**config.mk**
```make
export PLATFORM = sky130hd
export DESIGN_NAME = rst_sequencer
export DESIGN_NICKNAME = d
export VERILOG_FILES = /design/src/rtl/rst_sequencer_pkg.sv /design/src/rtl/rst_sequencer.sv
export SDC_FILE = /design/constraint.sdc
export NUM_CORES = 1
export LEC_CHECK = 0
export BUFFER_PORTS_ARGS = -buffer_cell sky130_fd_sc_hd__buf_2
export CAP_MARGIN = 10
export CORE_MARGIN = 2
export CORE_UTILIZATION = 47
export DETAILED_ROUTE_END_ITERATION = 10
export PLACE_DENSITY_LB_ADDON = 0.05
export SETUP_SLACK_MARGIN = 0.05
export SYNTH_ARGS = -nofsm -noshare
export SYNTH_HDL_FRONTEND = slang
export SYNTH_SLANG_ARGS = --single-unit
export TNS_END_PERCENT = 100
```
**constraint.sdc**
```tcl
create_clock -name clk -period 3.9 [get_ports clk]
set_clock_uncertainty 0.1 [all_clocks]
set_input_delay 0.195 -clock clk [delete_from_list [all_inputs] [get_ports clk]]
set_output_delay 0.195 -clock clk [all_outputs]
set_load 0.05 [all_outputs]
```
**src/rtl/rst_sequencer_pkg.sv**
```systemverilog
// rtl/rst_sequencer_pkg.sv - shared constants and types for the staged reset-release sequencer
package rst_sequencer_pkg;

    localparam int BUS_WIDTH      = 32;
    localparam int BUS_ACC_WIDTH  = 2;
    localparam int RST_SEQ_SIZE   = 8;
    localparam int RST_SEQ_ADDR_W = $clog2(RST_SEQ_SIZE);

    localparam logic [RST_SEQ_ADDR_W-1:0] RST_SEQ_DLY  = 3'd0;
    localparam logic [RST_SEQ_ADDR_W-1:0] RST_SEQ_STAT = 3'd4;

    // access size encoding on the acc bus field
    localparam logic [BUS_ACC_WIDTH-1:0] ACC_1B = 2'd0;
    localparam logic [BUS_ACC_WIDTH-1:0] ACC_2B = 2'd1;
    localparam logic [BUS_ACC_WIDTH-1:0] ACC_4B = 2'd2;

    localparam int          STAT_DONE_BIT       = 8;
    localparam logic [31:0] RST_SEQ_DEFAULT_DLY = 32'h0F0F_0F0F;

    typedef enum logic [1:0] {
        ST_HOLD = 2'd0,
        ST_SEQ  = 2'd1,
        ST_DONE = 2'd2
    } seq_state_e;

endpackage

```
**src/rtl/rst_sequencer.sv**
```systemverilog
// rtl/rst_sequencer.sv - releases N_DOM reset domains in index order with programmable per-stage delays
module rst_sequencer
    import rst_sequencer_pkg::*;
#(
    parameter int          N_DOM       = 4,
    parameter int          DLY_W       = 8,
    parameter logic [31:0] DEFAULT_DLY = RST_SEQ_DEFAULT_DLY
) (
    input  logic                      clk,
    input  logic                      rst_n,
    output logic [N_DOM-1:0]          dom_rst_ob,
    input  logic [RST_SEQ_ADDR_W-1:0] addr,
    input  logic                      w_rb,
    input  logic [BUS_ACC_WIDTH-1:0]  acc,
    output logic [BUS_WIDTH-1:0]      rdata,
    input  logic [BUS_WIDTH-1:0]      wdata,
    input  logic                      req,
    output logic                      resp,
    output logic                      fault
);

    localparam int STG_W = (N_DOM > 1) ? $clog2(N_DOM) : 1;

    // power-on values come from declaration initialisers; DLY is never touched by rst_n
    logic [BUS_WIDTH-1:0] dly    = DEFAULT_DLY;
    seq_state_e           state  = ST_HOLD;
    logic [STG_W-1:0]     stage  = '0;
    logic [DLY_W-1:0]     cnt    = '0;
    logic [N_DOM-1:0]     dom_q  = '0;
    logic                 resp_q = 1'b0;
    logic [BUS_WIDTH-1:0] rdata_q;

    logic                 is_dly;
    logic                 is_stat;
    logic                 valid;
    logic [BUS_WIDTH-1:0] stat_word;
    logic [DLY_W-1:0]     cur_dly;

    assign is_dly  = (addr == RST_SEQ_DLY);
    assign is_stat = (addr == RST_SEQ_STAT);
    assign valid   = (is_dly && acc == ACC_4B) || (is_stat && acc == ACC_2B && !w_rb);
    assign fault   = req & ~valid;
    assign cur_dly = dly[int'(stage)*DLY_W +: DLY_W];

    always_comb begin
        stat_word                = '0;
        stat_word[N_DOM-1:0]     = dom_q;
        stat_word[STAT_DONE_BIT] = (state == ST_DONE);
    end

    always_ff @(posedge clk) begin
        if (!rst_n) begin
            state  <= ST_HOLD;
            stage  <= '0;
            cnt    <= '0;
            dom_q  <= '0;
            resp_q <= 1'b0;
        end else begin
            resp_q <= req & valid;
            // only DLY is writable, so a valid write always targets it
            if (req && valid) begin
                if (w_rb) begin
                    dly <= wdata;
                end else begin
                    rdata_q <= is_dly ? dly : stat_word;
                end
            end

            case (state)
                ST_HOLD: begin
                    state <= ST_SEQ;
                    stage <= '0;
                    cnt   <= '0;
                end
                ST_SEQ: begin
                    if (cnt == cur_dly) begin
                        dom_q[stage] <= 1'b1;
                        cnt          <= '0;
                        stage        <= stage + 1'b1;
                        if (stage == STG_W'(N_DOM - 1)) begin
                            state <= ST_DONE;
                        end
                    end else begin
                        cnt <= cnt + 1'b1;
                    end
                end
                ST_DONE: begin
                    state <= ST_DONE;
                end
                default: begin
                    state <= ST_HOLD;
                end
            endcase
        end
    end

    assign dom_rst_ob = dom_q;
    assign resp       = resp_q;
    assign rdata      = rdata_q;

endmodule

```
# ---- Word-level counts from Yosys, hierarchy flattened
# Cells that the tools add are included.
dict set report word_totals {
  out_inout_bits 38
  mem_count 0
  latch_bits 0
  romBits 0
  inputBits 41
  regBits 81
  word_cells 52
  ramBits 0
}
dict set report classes {
  magnitude_cmp 2
  mux 10
  bitwise_logic 5
  div 0
  eq_ne 9
  n_reduce_logical 15
  n_shift 1
  add_sub_neg 2
  mul 0
}
# op count
set ops {}
lappend ops {{32-bit by 6-bit variable part select with 8-bit output} 1}
lappend ops {{8-bit one-hot mux with 2 select lines} 1}
lappend ops {{9-bit 2-to-1 mux} 1}
lappend ops {{8-bit by 1-bit adder with 8-bit output (second input constant)} 1}
lappend ops {{8-bit == test} 1}
lappend ops {{8-bit 2-to-1 mux} 1}
lappend ops {{2-bit == test (second input constant)} 3}
lappend ops {{2-bit 2-to-1 mux} 3}
lappend ops {{2-bit one-hot mux with 3 select lines} 1}
lappend ops {{2-bit AND reduction} 3}
lappend ops {{3-bit AND reduction} 2}
lappend ops {{1-bit logical AND} 5}
lappend ops {{2-bit by 1-bit == test with 1-bit output (second input constant)} 2}
lappend ops {{2-bit inequality test (second input constant)} 2}
lappend ops {{4-bit bitwise OR} 1}
lappend ops {{2-bit one-hot mux with 2 select lines} 1}
lappend ops {{3-bit == test (second input constant)} 1}
lappend ops {{3-bit logical NOT} 1}
lappend ops {{2-bit by 3-bit < comparator with 1-bit output (second input constant)} 1}
lappend ops {{2-bit by 1-bit adder with 2-bit output (second input constant)} 1}
lappend ops {{1-bit bitwise AND} 2}
lappend ops {{1-bit demux with 2-bit select} 1}
lappend ops {{2-bit by 1-bit greater-or-equal comparator with 1-bit output (second input constant)} 1}
lappend ops {{2-bit logical NOT} 1}
lappend ops {{other kinds (5)} 6}

# ---- Depth between registers and ports, before layout
dict set report depth {
  ltp_word 6
  ltp_mapped 7
}

# ---- Worst setup path after synthesis
# No wires, ideal clock.
dict set report synth_path {
  path_type {input -> register}
  startpoint {in acc[1]}
  endpoint {reg rdata_q[0] (netlist: rdata[0]), enable pin}
  arrival_time_ps 2852
  setup_ps 461
  path_slack_ps 486
  path_stages 3
  path_buffers 0
  path_cell_list {nor4bb_1 > o21ai_0 > nor3_1}
}
dict set report synth_via {
  elab_chain_len 6
  word_cells_on_any_way 8
  classes_between {eq/ne: 2; reduce/logical: 6}
}
# item line
set synth_rtl {}
lappend synth_rtl {{start, declared} rst_sequencer.sv:14} ;# input logic [BUS_ACC_WIDTH-1:0] acc,
lappend synth_rtl {{2-bit by 1-bit == test with 1-bit output} rst_sequencer.sv:41} ;# assign valid = (is_dly && acc == ACC_4B) || (is_stat && acc == ACC_2B && !w_rb);
lappend synth_rtl {{1-bit logical AND (2 in series)} rst_sequencer.sv:41}
lappend synth_rtl {{1-bit logical OR (*)} rst_sequencer.sv:41}
lappend synth_rtl {{1-bit logical AND (*)} rst_sequencer.sv:61} ;# if (req && valid) begin
lappend synth_rtl {{3-bit AND reduction (no source line) (*)} n/a}
lappend synth_rtl {{end signal, assigned} rst_sequencer.sv:65} ;# rdata_q <= is_dly ? dly : stat_word;
lappend synth_rtl {{end, declared} rst_sequencer.sv:31} ;# logic [BUS_WIDTH-1:0] rdata_q;
# Every way passes the cells marked *; elsewhere a longest branch is shown, timed or not.
# A chain may end at the register's enable or synchronous reset.

# ---- Final worst setup path
dict set report layout_path {
  startpoint {reg stage[0]}
  endpoint {reg state[0]}
}
dict set report layout_via {
  elab_chain_len 4
  word_cells_on_any_way 6
  classes_between {eq/ne: 4; shift: 1; reduce/logical: 1}
}
# item line
set layout_rtl {}
lappend layout_rtl {{start, declared} rst_sequencer.sv:27} ;# logic [STG_W-1:0] stage = '0;
lappend layout_rtl {{start signal, assigned} rst_sequencer.sv:79} ;# stage <= stage + 1'b1;
lappend layout_rtl {{32-bit by 6-bit variable part select with 8-bit output} rst_sequencer.sv:43} ;# assign cur_dly = dly[int'(stage)*DLY_W +: DLY_W];
lappend layout_rtl {{8-bit == test} rst_sequencer.sv:76} ;# if (cnt == cur_dly) begin
lappend layout_rtl {{2-bit inequality test (no source line)} n/a}
lappend layout_rtl {{2-bit AND reduction (no source line) (*)} n/a}
lappend layout_rtl {{end signal, assigned} rst_sequencer.sv:53} ;# state <= ST_HOLD;
lappend layout_rtl {{end signal, assigned} rst_sequencer.sv:81} ;# state <= ST_DONE;
lappend layout_rtl {{end signal, assigned} rst_sequencer.sv:88} ;# state <= ST_DONE;
lappend layout_rtl {{end, declared} rst_sequencer.sv:26} ;# seq_state_e state = ST_HOLD;
# Marked as above.

==> run summary <==
In this run the cell area of the synthesized design comes to 3510 um^2. The first global-routing pass estimated 11.5 mm of wire. The antenna diode count is 0, and the count of TritonRoute iterations in the first routing pass is 4. The I/O pin count was 79. The total global routing overflow is 0.

The area share of fa/ha/maj cells after synthesis came out at 2.85%. Routability-driven placement finished with a final weighted congestion of 0.747. The number of global-route vias before repair was 2217. The tightest min-delay check is of the input pin to flop type. The post-synthesis cell type with the largest combined area was sky130_fd_sc_hd__edfxtp_1.

In this run the vertical extent of the chip is 90.5 um. Counting instances in the post-synthesis netlist gives the leading cell types as 64 x sky130_fd_sc_hd__edfxtp_1, 32 x sky130_fd_sc_hd__and2_1, 17 x sky130_fd_sc_hd__dfxtp_1. Compared with the post-synthesis result, the final layout area differs by 27.1%. The clock period minus worst slack was 2.84 ns. The global-route usage over all layers is 18.3%.

Sequential elements use 64.4% of the synthesized area. TritonCTS built the clock tree. The fraction of power spent switching nets is 26.1%.

Overall power consumption after layout is estimated at 1720 uW. The tools report the critical register-to-register path startpoint as stage[0]$_SDFFE_PN0P_. In this run the static leakage power is 0.00174 uW. The H-tree was split into 3 levels. The count of distinct cell types in the synthesized netlist is 36, and the initial antenna violation count is 0. Entering global routing, the biggest net connects 33 pins.

The count of final max-slew check failures came out at 0. The initial core utilization was 48.4%; the fraction of the mapped netlist area in compound gates was 7.23%. The logs give 0.000206 V for the worst IR drop on VDD and 0 for the post-detailed-route DRC marker count.

In this run, synthesis inferred 64 flip-flops with an integrated enable. The HPWL after detailed placement is 4.47 mm. The quantity of hold-fixing buffers added after cts is 32, and the peak fanout along the critical path is 17. In the final design database the tool counted 402 nets. The final instance area came out at 4470 um^2. The portion of synthesized area spent on multiplexers is 6.84%. Summing all multi-input logic gate instances after layout gives 1160 um^2. For the number of hold-slack violations in the final timing report, the log shows 0.

After synthesis, the mean cell area works out to 14.6 um^2. The worst hold path was traced through 3 stages. Buffers inserted during clock tree synthesis total 9. The die extent in x was 90.5 um; the total placed instance area was 3980 um^2. The clock sink count was 81. The fraction of synthesized cell area in xor and xnor cells works out to 1.99%. The endpoint identified for the worst register-to-register timing path is state[0]$_SDFFE_PN0P_. In this run the remaining antenna-violating nets after routing total 0. Setup repair after global routing left no endpoint under its margin. Total of cells resized after clock tree synthesis: 0. The floorplan step defined a core boundary enclosing 7250 um^2.

The ratio of cells with drive above 1 in the final layout is 33.0%, and the cell internal power dissipation is 1270 uW. The part of the total power dissipated in combinational logic is 13.1%. At the worst endpoint, the required time is 4.07 ns.

Number of violations of the max-capacitance limit: 0. The tools report the kind of end point of the critical path as a flop. By area the synthesized netlist is led by sky130_fd_sc_hd__edfxtp_1 55%, sky130_fd_sc_hd__dfxtp_1 9.7%, sky130_fd_sc_hd__and2_1 5.7%. The share of the core filled with cells in the final layout was 61.6%. The worst setup path is of the flop to flop kind. In the finished design, the share of the clock period the worst path needs comes to 72.8%.

After filler insertion, the fill cell instance count of the layout stands at 584. For this block, the routed nets add up to 7.08 mm of wire. The detailed-route via count is 2308, and the actual transition at the worst max-transition pin is 1.10 ns. The worst register-to-register path has a setup slack of 1.06 ns. The startpoint class of the critical path is a flop. In the synthesized netlist the async set-or-reset flop fraction comes to 0%. During placement, the flow inserted port buffers numbering 78. For this design the ratio of total power to cell area is 386 nW/um^2. After the first detailed-routing iteration, the DRC count stood at 115. In this run, synthesis produced a sequential element count of 81. In the final layout, flip-flops and latches occupy 2260 um^2.

The share of total power dissipated in sequential elements is 56.1%. The number of nets in the synthesized netlist is 290. In the final routed layout, each cell accounts on average for 15.5 um.

The relative contribution of the clock network to total power was 30.8%. The flow ran to the end, and the final reports show no timing, DRC or antenna violations. The root buffer cell chosen for the clock tree is sky130_fd_sc_hd__clkbuf_8. The share of Yosys cell area claimed by the top area cell type works out to 54.7%. Setup violations remaining at the end of the flow were counted as 0. The clock reaches the later pin of the worst-skew pair after 0.34 ns. For the maximum frequency from static timing analysis, the log shows 352 MHz. The cell depth of the worst flop-to-flop path came out at 5. The synthesized netlist cell count is 241. Tracing the worst setup path back leads to its startpoint at stage[0]$_SDFFE_PN0P_. By area, the combinational part of the netlist is dominated by simple AND/OR/NAND/NOR gates. In the synthesized netlist the dominant register cell turns out to be sky130_fd_sc_hd__edfxtp_1.

Row generation in the floorplan step produced 31 rows. Net switching power: 449 uW. After clock tree synthesis, the setup repair step added 0 buffers. Yosys printed 0 warnings. The tools report the data arrival time of the critical path as 3.01 ns. No sink is reached through more buffers than the 2 on the longest clock path. In this run the tightest slew margin relative to its limit is 26.0%. Critical path endpoint: state[0]$_SDFFE_PN0P_. The library cell with the highest instance count after synthesis is sky130_fd_sc_hd__edfxtp_1.

After clock tree synthesis, the clock-pin slew on the worst setup and hold paths is 0.08 ns. The die covers 8180 um^2. After detailed routing, the number of vias per cell comes to 5.05. The final setup TNS was 0 ns. The synthesized netlist devotes 13.9% of its cell area to simple gates.
## cell families (layout without fill, tap and decap cells)
kind of cell	count (synthesis)	count (layout)
AND/OR/NAND/NOR	82	82
flip-flops	81	81
AO/OA/AOI/OAI	33	33
buffers and inverters	16	133
multiplexers	13	13
adder cells (fa/ha/maj)	8	8
XOR/XNOR	8	8
## metrics by stage
step           std cells  worst slack [ns]  hold slack, ns
5_1_grt              457             0.831          0.0203
4_1_cts              457              1.01          0.0116
6_report             457              1.06          0.0278
3_3_place_gp         409              1.11           0.271
2_1_floorplan        241             0.486           0.194
3_5_place_dp         409              1.02           0.273
## cells in the final DEF, fill, tap and decap left out, types with 2 or more instances in the layout
master,instances
sky130_fd_sc_hd__buf_2,78
sky130_fd_sc_hd__edfxtp_1,64
sky130_fd_sc_hd__and2_1,32
sky130_fd_sc_hd__dlygate4sd3_1,32
sky130_fd_sc_hd__dfxtp_1,17
sky130_fd_sc_hd__nand2_1,15
sky130_fd_sc_hd__clkbuf_8,9
sky130_fd_sc_hd__xnor2_1,8
sky130_fd_sc_hd__nand3_1,8
sky130_fd_sc_hd__a21boi_0,8
sky130_fd_sc_hd__ha_1,8
sky130_fd_sc_hd__mux4_2,7
sky130_fd_sc_hd__nor3_2,6
sky130_fd_sc_hd__nor2_1,6
sky130_fd_sc_hd__o221ai_1,6
sky130_fd_sc_hd__mux2_2,5
sky130_fd_sc_hd__o211ai_1,5
sky130_fd_sc_hd__o21a_1,5
sky130_fd_sc_hd__inv_1,4
sky130_fd_sc_hd__nor2b_1,4
sky130_fd_sc_hd__o2111ai_1,4
sky130_fd_sc_hd__buf_4,3
sky130_fd_sc_hd__o21ai_0,2
sky130_fd_sc_hd__nand4_2,2
sky130_fd_sc_hd__and3b_1,2
sky130_fd_sc_hd__a31oi_1,2
sky130_fd_sc_hd__clkinv_1,2
sky130_fd_sc_hd__clkinv_2,2
sky130_fd_sc_hd__inv_6,2
## worst max-delay path, cell delays in order (launching register included)
cell                       delay (ns)
sky130_fd_sc_hd__dfxtp_1         0.78
sky130_fd_sc_hd__mux4_1          0.66
sky130_fd_sc_hd__xnor2_1         0.19
sky130_fd_sc_hd__nand4_2         0.44
sky130_fd_sc_hd__or2_4           0.44
sky130_fd_sc_hd__o211ai_1        0.17
## per-layer routing
metal	GRT usage [%]	share of wire, %
met1	24.1	44
met4	7.56	2.1
met2	29.0	50
met3	4.42	3.8
met5	0	0
## flip-flops by register name, indices dropped and copies added, names as in the netlist
signal and count:
state 2, dom_rst_ob 4, resp 1, stage 2, dly 32, cnt 8, rdata 32
## power groups by stage
stage                     Combinational [uW]  Clock, uW  Sequential (uW)
after floorplan                          147          0              979
after global placement                   200          0              986
after detailed placement                 201          0              986
after CTS                                226        547              967
after global routing                     254        585              970
final                                    226        530              967
## area by class of cell
cell class              count  share of cell area, %
multi-input cells         144                   26.1
well taps                  99                   2.77
repair buffers            113                   16.4
flip-flops and latches     81                   50.7
inverters                   4                  0.336
clock buffers               9                   2.77
clock inverters             7                  0.981
## worst min-delay path by stage
stage          startpoint  slack, ns                end
3_3_place_gp    wdata[21]       0.27  dly[21]$_DFFE_PP_
4_1_cts               req       0.01    resp$_SDFF_PN0_
5_1_grt               req       0.02    resp$_SDFF_PN0_
6_report              req       0.03    resp$_SDFF_PN0_
2_1_floorplan    wdata[0]       0.19   dly[0]$_DFFE_PP_
3_5_place_dp    wdata[12]       0.27  dly[12]$_DFFE_PP_
Note: power is estimated with default switching activity, not from simulation.
